--- src/rtl/hyperbus_pkg.sv ---
`default_nettype none
// ============================================================================
//  Package     : hyperbus_pkg
//  Description : Shared types for the HyperBus configuration-port arbiter:
//                arbiter state encoding and the default register-interface
//                request/response structures.
//  Revision    : 1.0 - initial release
// ============================================================================
package hyperbus_pkg;

  // Arbiter FSM states
  typedef enum logic [1:0] {
    IDLE = 2'd0,
    BUSY = 2'd1,
    TOUT = 2'd2
  } arb_state_e;

  // Default register request: address, write flag, data, byte strobes, valid
  typedef struct packed {
    logic [31:0] addr;
    logic        write;
    logic [31:0] wdata;
    logic [3:0]  wstrb;
    logic        valid;
  } cfg_reg_req_t;

  // Default register response: read data, error flag, ready (completion)
  typedef struct packed {
    logic [31:0] rdata;
    logic        error;
    logic        ready;
  } cfg_reg_rsp_t;

endpackage : hyperbus_pkg
`default_nettype wire

--- src/rtl/hyperbus_cfg_rr_pick.sv ---
`default_nettype none
// ============================================================================
//  Module      : hyperbus_cfg_rr_pick
//  Description : Combinational round-robin search. Returns the first set bit
//                of 'valid' at or after 'ptr', wrapping modulo N.
//  Ports       : valid [N]     - request vector
//                ptr   [IdxW]  - search start index (must be < N)
//                index [IdxW]  - selected index (0 when none)
//                any           - at least one request present
//  Revision    : 1.0 - initial release
// ============================================================================
module hyperbus_cfg_rr_pick #(
  parameter int unsigned N = 2
) (
  input  logic [N-1:0]         valid,
  input  logic [$clog2(N)-1:0] ptr,
  output logic [$clog2(N)-1:0] index,
  output logic                 any
);

  localparam int unsigned IdxW = $clog2(N);
  // One extra bit so ptr + offset cannot overflow before the wrap compare.
  localparam logic [IdxW:0] NumW = (IdxW+1)'(N);

  logic [IdxW:0]   cand;
  logic [IdxW-1:0] sel;
  logic            hit;

  always_comb begin
    cand = '0;
    sel  = '0;
    hit  = 1'b0;
    for (int i = 0; i < N; i++) begin
      cand = {1'b0, ptr} + (IdxW+1)'(i);
      // Explicit wrap so non-power-of-two N works correctly.
      if (cand >= NumW) begin
        cand = cand - NumW;
      end
      if (!hit && valid[cand[IdxW-1:0]]) begin
        hit = 1'b1;
        sel = cand[IdxW-1:0];
      end
    end
  end

  assign index = sel;
  assign any   = hit;

endmodule : hyperbus_cfg_rr_pick
`default_nettype wire

--- src/rtl/hyperbus_cfg_arbiter.sv ---
`default_nettype none
// ============================================================================
//  Module      : hyperbus_cfg_arbiter
//  Description : Round-robin arbiter sharing the HyperBus configuration
//                register port among NumReq requesters. The grant is held for
//                one whole transaction (including config-port stalls); a
//                bounded stall timeout returns an error to the requester.
//  Ports       : clk_i      - clock
//                rst_i      - synchronous active-high reset
//                req_i[k]   - requester requests
//                rsp_o[k]   - requester responses
//                cfg_req_o  - request to the config register block
//                cfg_rsp_i  - response from the config register block
//                busy_o     - high while a grant is held
//                timeout_o  - one-cycle pulse when a timeout error is issued
//  Revision    : 1.0 - initial release
// ============================================================================
module hyperbus_cfg_arbiter
  import hyperbus_pkg::*;
#(
  parameter int unsigned NumReq        = 2,
  parameter int unsigned TimeoutCycles = 1024,
  parameter type         reg_req_t     = cfg_reg_req_t,
  parameter type         reg_rsp_t     = cfg_reg_rsp_t
) (
  input  logic     clk_i,
  input  logic     rst_i,
  input  reg_req_t req_i [NumReq],
  output reg_rsp_t rsp_o [NumReq],
  output reg_req_t cfg_req_o,
  input  reg_rsp_t cfg_rsp_i,
  output logic     busy_o,
  output logic     timeout_o
);

  localparam int unsigned     IdxW      = $clog2(NumReq);
  // Counter is kept at least one bit wide even with the timeout disabled.
  localparam int unsigned     CntW      = (TimeoutCycles > 0) ? $clog2(TimeoutCycles + 1) : 1;
  localparam logic [CntW-1:0] CntLast   = CntW'(TimeoutCycles - 1);
  localparam logic [CntW-1:0] CntSat    = '1;
  localparam logic [IdxW-1:0] LastIdx   = IdxW'(NumReq - 1);
  localparam bit              TimeoutEn = (TimeoutCycles != 0);

  arb_state_e      state_q, state_d;
  logic [IdxW-1:0] rr_ptr_q, rr_ptr_d;
  logic [IdxW-1:0] gnt_idx_q, gnt_idx_d;
  logic [CntW-1:0] cnt_q, cnt_d;

  logic [NumReq-1:0] req_valid;
  logic [IdxW-1:0]   pick_idx;
  logic              pick_any;
  logic [IdxW-1:0]   gnt_next;

  for (genvar k = 0; k < NumReq; k++) begin : g_valid
    assign req_valid[k] = req_i[k].valid;
  end

  hyperbus_cfg_rr_pick #(
    .N (NumReq)
  ) u_pick (
    .valid (req_valid),
    .ptr   (rr_ptr_q),
    .index (pick_idx),
    .any   (pick_any)
  );

  // Requester after the current grant, wrapped by compare.
  assign gnt_next = (gnt_idx_q == LastIdx) ? '0 : gnt_idx_q + IdxW'(1);

  always_ff @(posedge clk_i) begin
    if (rst_i) begin
      state_q   <= IDLE;
      rr_ptr_q  <= '0;
      gnt_idx_q <= '0;
      cnt_q     <= '0;
    end else begin
      state_q   <= state_d;
      rr_ptr_q  <= rr_ptr_d;
      gnt_idx_q <= gnt_idx_d;
      cnt_q     <= cnt_d;
    end
  end

  always_comb begin
    state_d   = state_q;
    rr_ptr_d  = rr_ptr_q;
    gnt_idx_d = gnt_idx_q;
    cnt_d     = cnt_q;
    cfg_req_o = '0;
    for (int k = 0; k < NumReq; k++) begin
      rsp_o[k] = '0;
    end
    busy_o    = (state_q != IDLE);
    timeout_o = 1'b0;

    case (state_q)
      IDLE: begin
        // Arbitration cycle only; no response is ever given here.
        if (pick_any) begin
          gnt_idx_d = pick_idx;
          cnt_d     = '0;
          state_d   = BUSY;
        end
      end

      BUSY: begin
        cfg_req_o        = req_i[gnt_idx_q];
        rsp_o[gnt_idx_q] = cfg_rsp_i;
        if (cfg_rsp_i.ready) begin
          rr_ptr_d = gnt_next;
          state_d  = IDLE;
        end else if (!req_i[gnt_idx_q].valid) begin
          // Requester abandoned the transfer: release without a response.
          rr_ptr_d = gnt_next;
          state_d  = IDLE;
        end else begin
          if (cnt_q != CntSat) begin
            cnt_d = cnt_q + CntW'(1);
          end
          if (TimeoutEn && (cnt_q == CntLast)) begin
            state_d = TOUT;
          end
        end
      end

      TOUT: begin
        rsp_o[gnt_idx_q].ready = 1'b1;
        rsp_o[gnt_idx_q].error = 1'b1;
        timeout_o              = 1'b1;
        rr_ptr_d               = gnt_next;
        state_d                = IDLE;
      end

      default: begin
        state_d = IDLE;
      end
    endcase
  end

endmodule : hyperbus_cfg_arbiter
`default_nettype wire
--- config.mk ---
export PLATFORM = sky130hd
export DESIGN_NAME = hyperbus_cfg_arbiter
export DESIGN_NICKNAME = d
export VERILOG_FILES = /design/src/rtl/hyperbus_pkg.sv /design/src/rtl/hyperbus_cfg_rr_pick.sv /design/src/rtl/hyperbus_cfg_arbiter.sv
export SDC_FILE = /design/constraint.sdc
export NUM_CORES = 1
export LEC_CHECK = 0
export CAP_MARGIN = 10
export CELL_PAD_IN_SITES_DETAIL_PLACEMENT = 0
export CELL_PAD_IN_SITES_GLOBAL_PLACEMENT = 1
export CORE_MARGIN = 2
export CORE_UTILIZATION = 17
export CTS_CLUSTER_SIZE = 28
export DETAILED_ROUTE_END_ITERATION = 16
export PLACE_DENSITY_LB_ADDON = 0.2
export SKIP_CTS_REPAIR_TIMING = 1
export SYNTH_ARGS = -nofsm -noshare
export SYNTH_HDL_FRONTEND = slang
export SYNTH_HIERARCHICAL = 1
export SYNTH_SLANG_ARGS = --single-unit
--- constraint.sdc ---
create_clock -name clk_i -period 4.4 [get_ports clk_i]
set_input_delay 0.88 -clock clk_i [delete_from_list [all_inputs] [get_ports clk_i]]
set_output_delay 0.88 -clock clk_i [all_outputs]
set_load 0.01 [all_outputs]
* Word-level counts from Yosys, hierarchy flattened
Index checks and enable logic that the tools add are counted.
Word-level totals: memory bits (writable) 0, bits in latches 0, memories kept 0, logic and storage cells 75, output and inout bits 140, flip-flop bits (word level) 15, bits of input ports 176, ROM bits 0
Cells by class: div/mod/pow operators 0, mux-type cells 37, bitwise logic cells 2, add/subtract/negate cells 5, reduce and logical (&&, ||, !) cells 11, shift-type cells 0, magnitude comparators 6, multipliers 0, eq/ne operators 10
Operator list (number):
- $mux 70 | 4
- $pmux 68 s2 | 1
- $demux 34 s1 | 3
- $and 68x68->68 | 1
- $bwmux 68 | 1
- $mux 11 | 4
- $mux 34 | 1
- $pmux 11 s2 | 1
- $mux 1 | 15
- $add 11x1->11 const B | 1
- $eq 11x10->1 const B | 1
- $ne 11x11->1 const B | 1
- $mux 2 | 5
- $ne 2x2->1 const B | 4
- $reduce_and 2->1 | 3
- $reduce_bool 2->1 | 3
- $reduce_and 5->1 | 1
- $ge 2x2->1 const B | 2
- $lt 1x2->1 const B | 2
- $ne 4x4->1 const B | 1
- $pmux 2 s2 | 1
- $ne 3x3->1 const B | 1
- $add 1x1->2 const B | 1
- $eq 2x1->1 const B | 1
- other kinds (10) | 12

* Logic depth before layout (Yosys ltp)
depth in word-level cells 10, depth in mapped cells 7, depth with buffers taken out 6

* By module
The synthesis kept the hierarchy.
By module, submodules not included:
- hyperbus_cfg_arbiter | cells each 390, times used 1, sequential area each 300.3 um^2, area each 2578.7 um^2
- hyperbus_cfg_rr_pick | cells each 3, times used 1, sequential area each 0.0 um^2, area each 17.5 um^2

* Worst setup path before layout
Ideal clock, no wire load.
path type register to output, start point reg state_q[1], end point out rsp_o[0] (netlist bit), setup slack 1796 ps, path buffers 3, arrival time 1724 ps, required time 3520 ps, stages on the path, launching flop included 8, cells stage by stage dfxtp_1 inv_1 ha_1 clkbuf_1 clkbuf_1 buf_1 a21oi_1 nor2_1
RTL lines:
- start: declaration | line hyperbus_cfg_arbiter.sv:44 | arb_state_e state_q, state_d;
- start signal: assignment | line hyperbus_cfg_arbiter.sv:77 | state_q <= state_d;
- end: declaration | line hyperbus_cfg_arbiter.sv:29 | output reg_rsp_t rsp_o [NumReq],

==> flow_summary.json <==
{
  "via_count": 3834,
  "peakVddDrop_mv": 0.1172,
  "place.gp.congestion": 0.7654,
  "grt_use_met2_pct": 31.93,
  "tns_ns": 0,
  "placed_cells": 867,
  "via_per_inst": 4.402,
  "grt_overflow_total": 0,
  "status": "completed",
  "grt_max_degree": 89,
  "synth_simple_gate_area_share_pct": 44.72,
  "fp.dieArea_um2": 16280,
  "report.final.slew_viol_count": 0,
  "synth_edf_count": 0,
  "fin_nets": 865,
  "die_x_um": 127.6,
  "drt-total-wl_um": 14290,
  "yosysUniqueCellTypes": 33,
  "met1_usage_pct": 16.61,
  "synth_nets": 574,
  "rows": 45,
  "cts.sinks": 15,
  "firstDrtPassIters": 4,
  "regToRegStartpoint": "state_q[1]$_SDFFE_PP0P_",
  "cp_top_family": "buffers and inverters",
  "crit_fanout": 88,
  "synth.avg_cell_area_um2": 6.606,
  "critPathSlowestCell": "buf_4",
  "synth_mux_area_share_pct": 28.14,
  "multi_input_area_um2": 2152,
  "critical_path_buf_inv_count": 3,
  "clkTransAtPathRegs_ns": 0.05,
  "met3_usage_pct": 3.978,
  "fp.dieH_um": 127.6,
  "cp-start-kind": "register",
  "worstSetupEndpointType": "output pin",
  "cts_inserted_buffers": 3,
  "relSlewSlack_pct": 26.99,
  "first_iter_violations": 110,
  "p_leak_nw": 1.987,
  "holdWs_ns": 0.4772,
  "hpwl_um": 11480,
  "grt.total_usage_pct": 15.93,
  "syn2layout_area_growth_pct": 131.1,
  "setup_viol": 0,
  "cts_buffer_depth": 2,
  "fmax_mhz": 293.3,
  "path_cells": "inv_1 -> ha_2 -> buf_4 -> nor2b_1 -> clkdlybuf4s50_1",
  "mappedNetlistArea_um2": 2596,
  "holdCritPathClass": "reg -> reg",
  "drc_errors": 0,
  "timing.final.crit_share_pct": 77.50,
  "hold_path_end": "rr_ptr_q$_SDFFE_PP0P_",
  "synthXorXnorAreaFrac_pct": 0,
  "async_reset_ff_share_pct": 0,
  "path_class": "reg -> out",
  "synthCells": 393,
  "rsz0062_at_grt": "false",
  "grt_pass1_wl_um": 20530,
  "synth_top_family_by_area": "simple AND/OR/NAND/NOR gates",
  "worst_path_largest_cell_delay_ns": 0.61,
  "io_buffers": 315,
  "rrSetupSlack_ns": 1.52,
  "tightest_slew_ns": 1.086,
  "core_um2": 15090,
  "root_buffer": "clkbuf_16",
  "fin_cells": 871,
  "worstRegToRegCells": 7,
  "seqCellArea_um2": 304.0,
  "antenna_left": 0,
  "grt.busiest_layer": "met2",
  "yosysWarnings": 6,
  "synth_fa_ha_area_share_pct": 2.410,
  "synth_compound_area_share_pct": 7.277,
  "tritoncts": "built",
  "cap_violations": 0,
  "period_minus_slack_ns": 3.410,
  "ys.flop_type": "dfxtp_1",
  "layout-drive-gt1-share_pct": 1.903,
  "nFillCells": 1520,
  "p_per_area_nw_per_um2": 166.0,
  "synth-seq-cells": 15,
  "required_ns": 3.52,
  "drt-wirelength-per-cell_um": 16.41,
  "design.portCount": 316,
  "cts_max_level": 1,
  "n_antenna_cell": 0,
  "clock_skew_ns": 0.001748,
  "start_util_pct": 17.21,
  "grt_pass1_vias": 3835,
  "r2r-end": "cnt_q[9]$_SDFFE_PP0P_",
  "critPathArrivalTime_ns": 2.53,
  "min_delay_path_depth": 2,
  "ys_seq_area_share_pct": 11.57,
  "worstHoldStart": "rr_ptr_q$_SDFFE_PP0P_",
  "antenna_found_initial": 0,
  "hold_viol_final": 0,
  "clk_latency_ns": 0.24
}
-- final cells by class --
class / instances / share of cell area [%]
repair buffers: 321 / 53.51
multi-input cells: 338 / 35.87
flip-flops and latches: 15 / 5.068
well taps: 188 / 3.921
clock buffers: 4 / 1.314
inverters: 5 / 0.3128
-- flip-flops by register name, summed over array words and instances (netlist names) --
signal	count
cnt_q	11
gnt_idx_q	1
state_q	2
rr_ptr_q	1
-- stage by stage --
stage                     power (mW)  worst slack, ns  util [%]  cell area (um^2)
after floorplan               0.4353            1.796         -              2596
after global placement        0.8245            1.252     39.24              5921
after detailed placement      0.8275            1.227     39.24              5921
after CTS                      1.011           0.9474     39.76              6000
after global routing           1.061           0.8370     39.76              6000
final                         0.9957           0.9900     39.76              6000
-- worst min-delay path: cells and delay by family (launching register included) --
kind            cells  cell delay [ns]
flops               1             0.30
compound gates      2             0.12
-- Yosys cell counts (2+ instances only) --
| cell | n | area share (%) |
|---|---|---|
| a21oi_1 | 8 | 1.5 |
| inv_1 | 5 | 0.72 |
| nand4_1 | 3 | 0.72 |
| a31oi_1 | 6 | 1.4 |
| buf_1 | 6 | 0.87 |
| nor4_1 | 4 | 0.96 |
| dfxtp_1 | 15 | 12 |
| nor3_1 | 2 | 0.39 |
| ha_1 | 5 | 2.4 |
| buf_2 | 2 | 0.39 |
| nor2b_1 | 71 | 17 |
| nand2_1 | 43 | 6.2 |
| or3_1 | 3 | 0.72 |
| mux2i_1 | 73 | 28 |
| or4_1 | 4 | 1.2 |
| nand3_1 | 13 | 2.5 |
| nand2b_1 | 7 | 1.7 |
| nor2_1 | 72 | 10 |
| and3_1 | 2 | 0.48 |
| nor3b_1 | 3 | 0.87 |
| clkbuf_1 | 27 | 3.9 |
| o211ai_1 | 8 | 2.3 |
-- per-layer routing --
layer	wire length, um	vias up
li1	-	1908
met1	5261	1701
met4	226	0
met3	1264	12
met2	7540	213
met5	0	-
-- logic make-up (layout without fill, tap and decap cells) --
logic type      Yosys count  count (layout)
simple gates            232             232
mux                      73              73
buf+inv                  40             330
compound gates           28              28
flops                    15              15
fa+ha+maj                 5               5
-- how the worst max path moves through the flow --
stage	to	startpoint	depth (start not counted)	slack [ns]
detailed placement	cfg_req_o[4]	state_q[1]$_SDFFE_PP0P_	5	1.23
global route	cfg_req_o[4]	state_q[1]$_SDFFE_PP0P_	5	0.84
global placement	cfg_req_o[5]	state_q[1]$_SDFFE_PP0P_	5	1.25
finish	cfg_req_o[4]	state_q[1]$_SDFFE_PP0P_	5	0.99
floorplan	rsp_o[0]	state_q[1]$_SDFFE_PP0P_	7	1.80
CTS	cfg_req_o[4]	state_q[1]$_SDFFE_PP0P_	5	0.95
-- cell usage in the layout, fill, tap and decap left out, drive strengths merged --
cell type,count
nand4b,1
o21ai,1
a21oi,8
nand2,43
nor3b,3
a2111o,1
or2,2
nand2b,7
mux2i,73
or4,4
or3,3
inv,5
o311ai,1
buf,6
and4,1
nor2b,71
and3,2
nor2,72
nand3,13
a31oi,6
clkdlybuf4s50,315
o211ai,8
o2bb2ai,1
clkbuf,4
nor4,4
and3b,1
nand4,3
dfxtp,15
a2111oi,1
nor3,2
ha,5
a21boi,1
-- power breakdown --
part           internal [mW]  switching, mW  leakage (nW)
logic                  0.389          0.284          1.83
clock network          0.123         0.0559        0.0382
registers              0.140        0.00358         0.122
No activity file was read; power rests on OpenSTA's default activity.
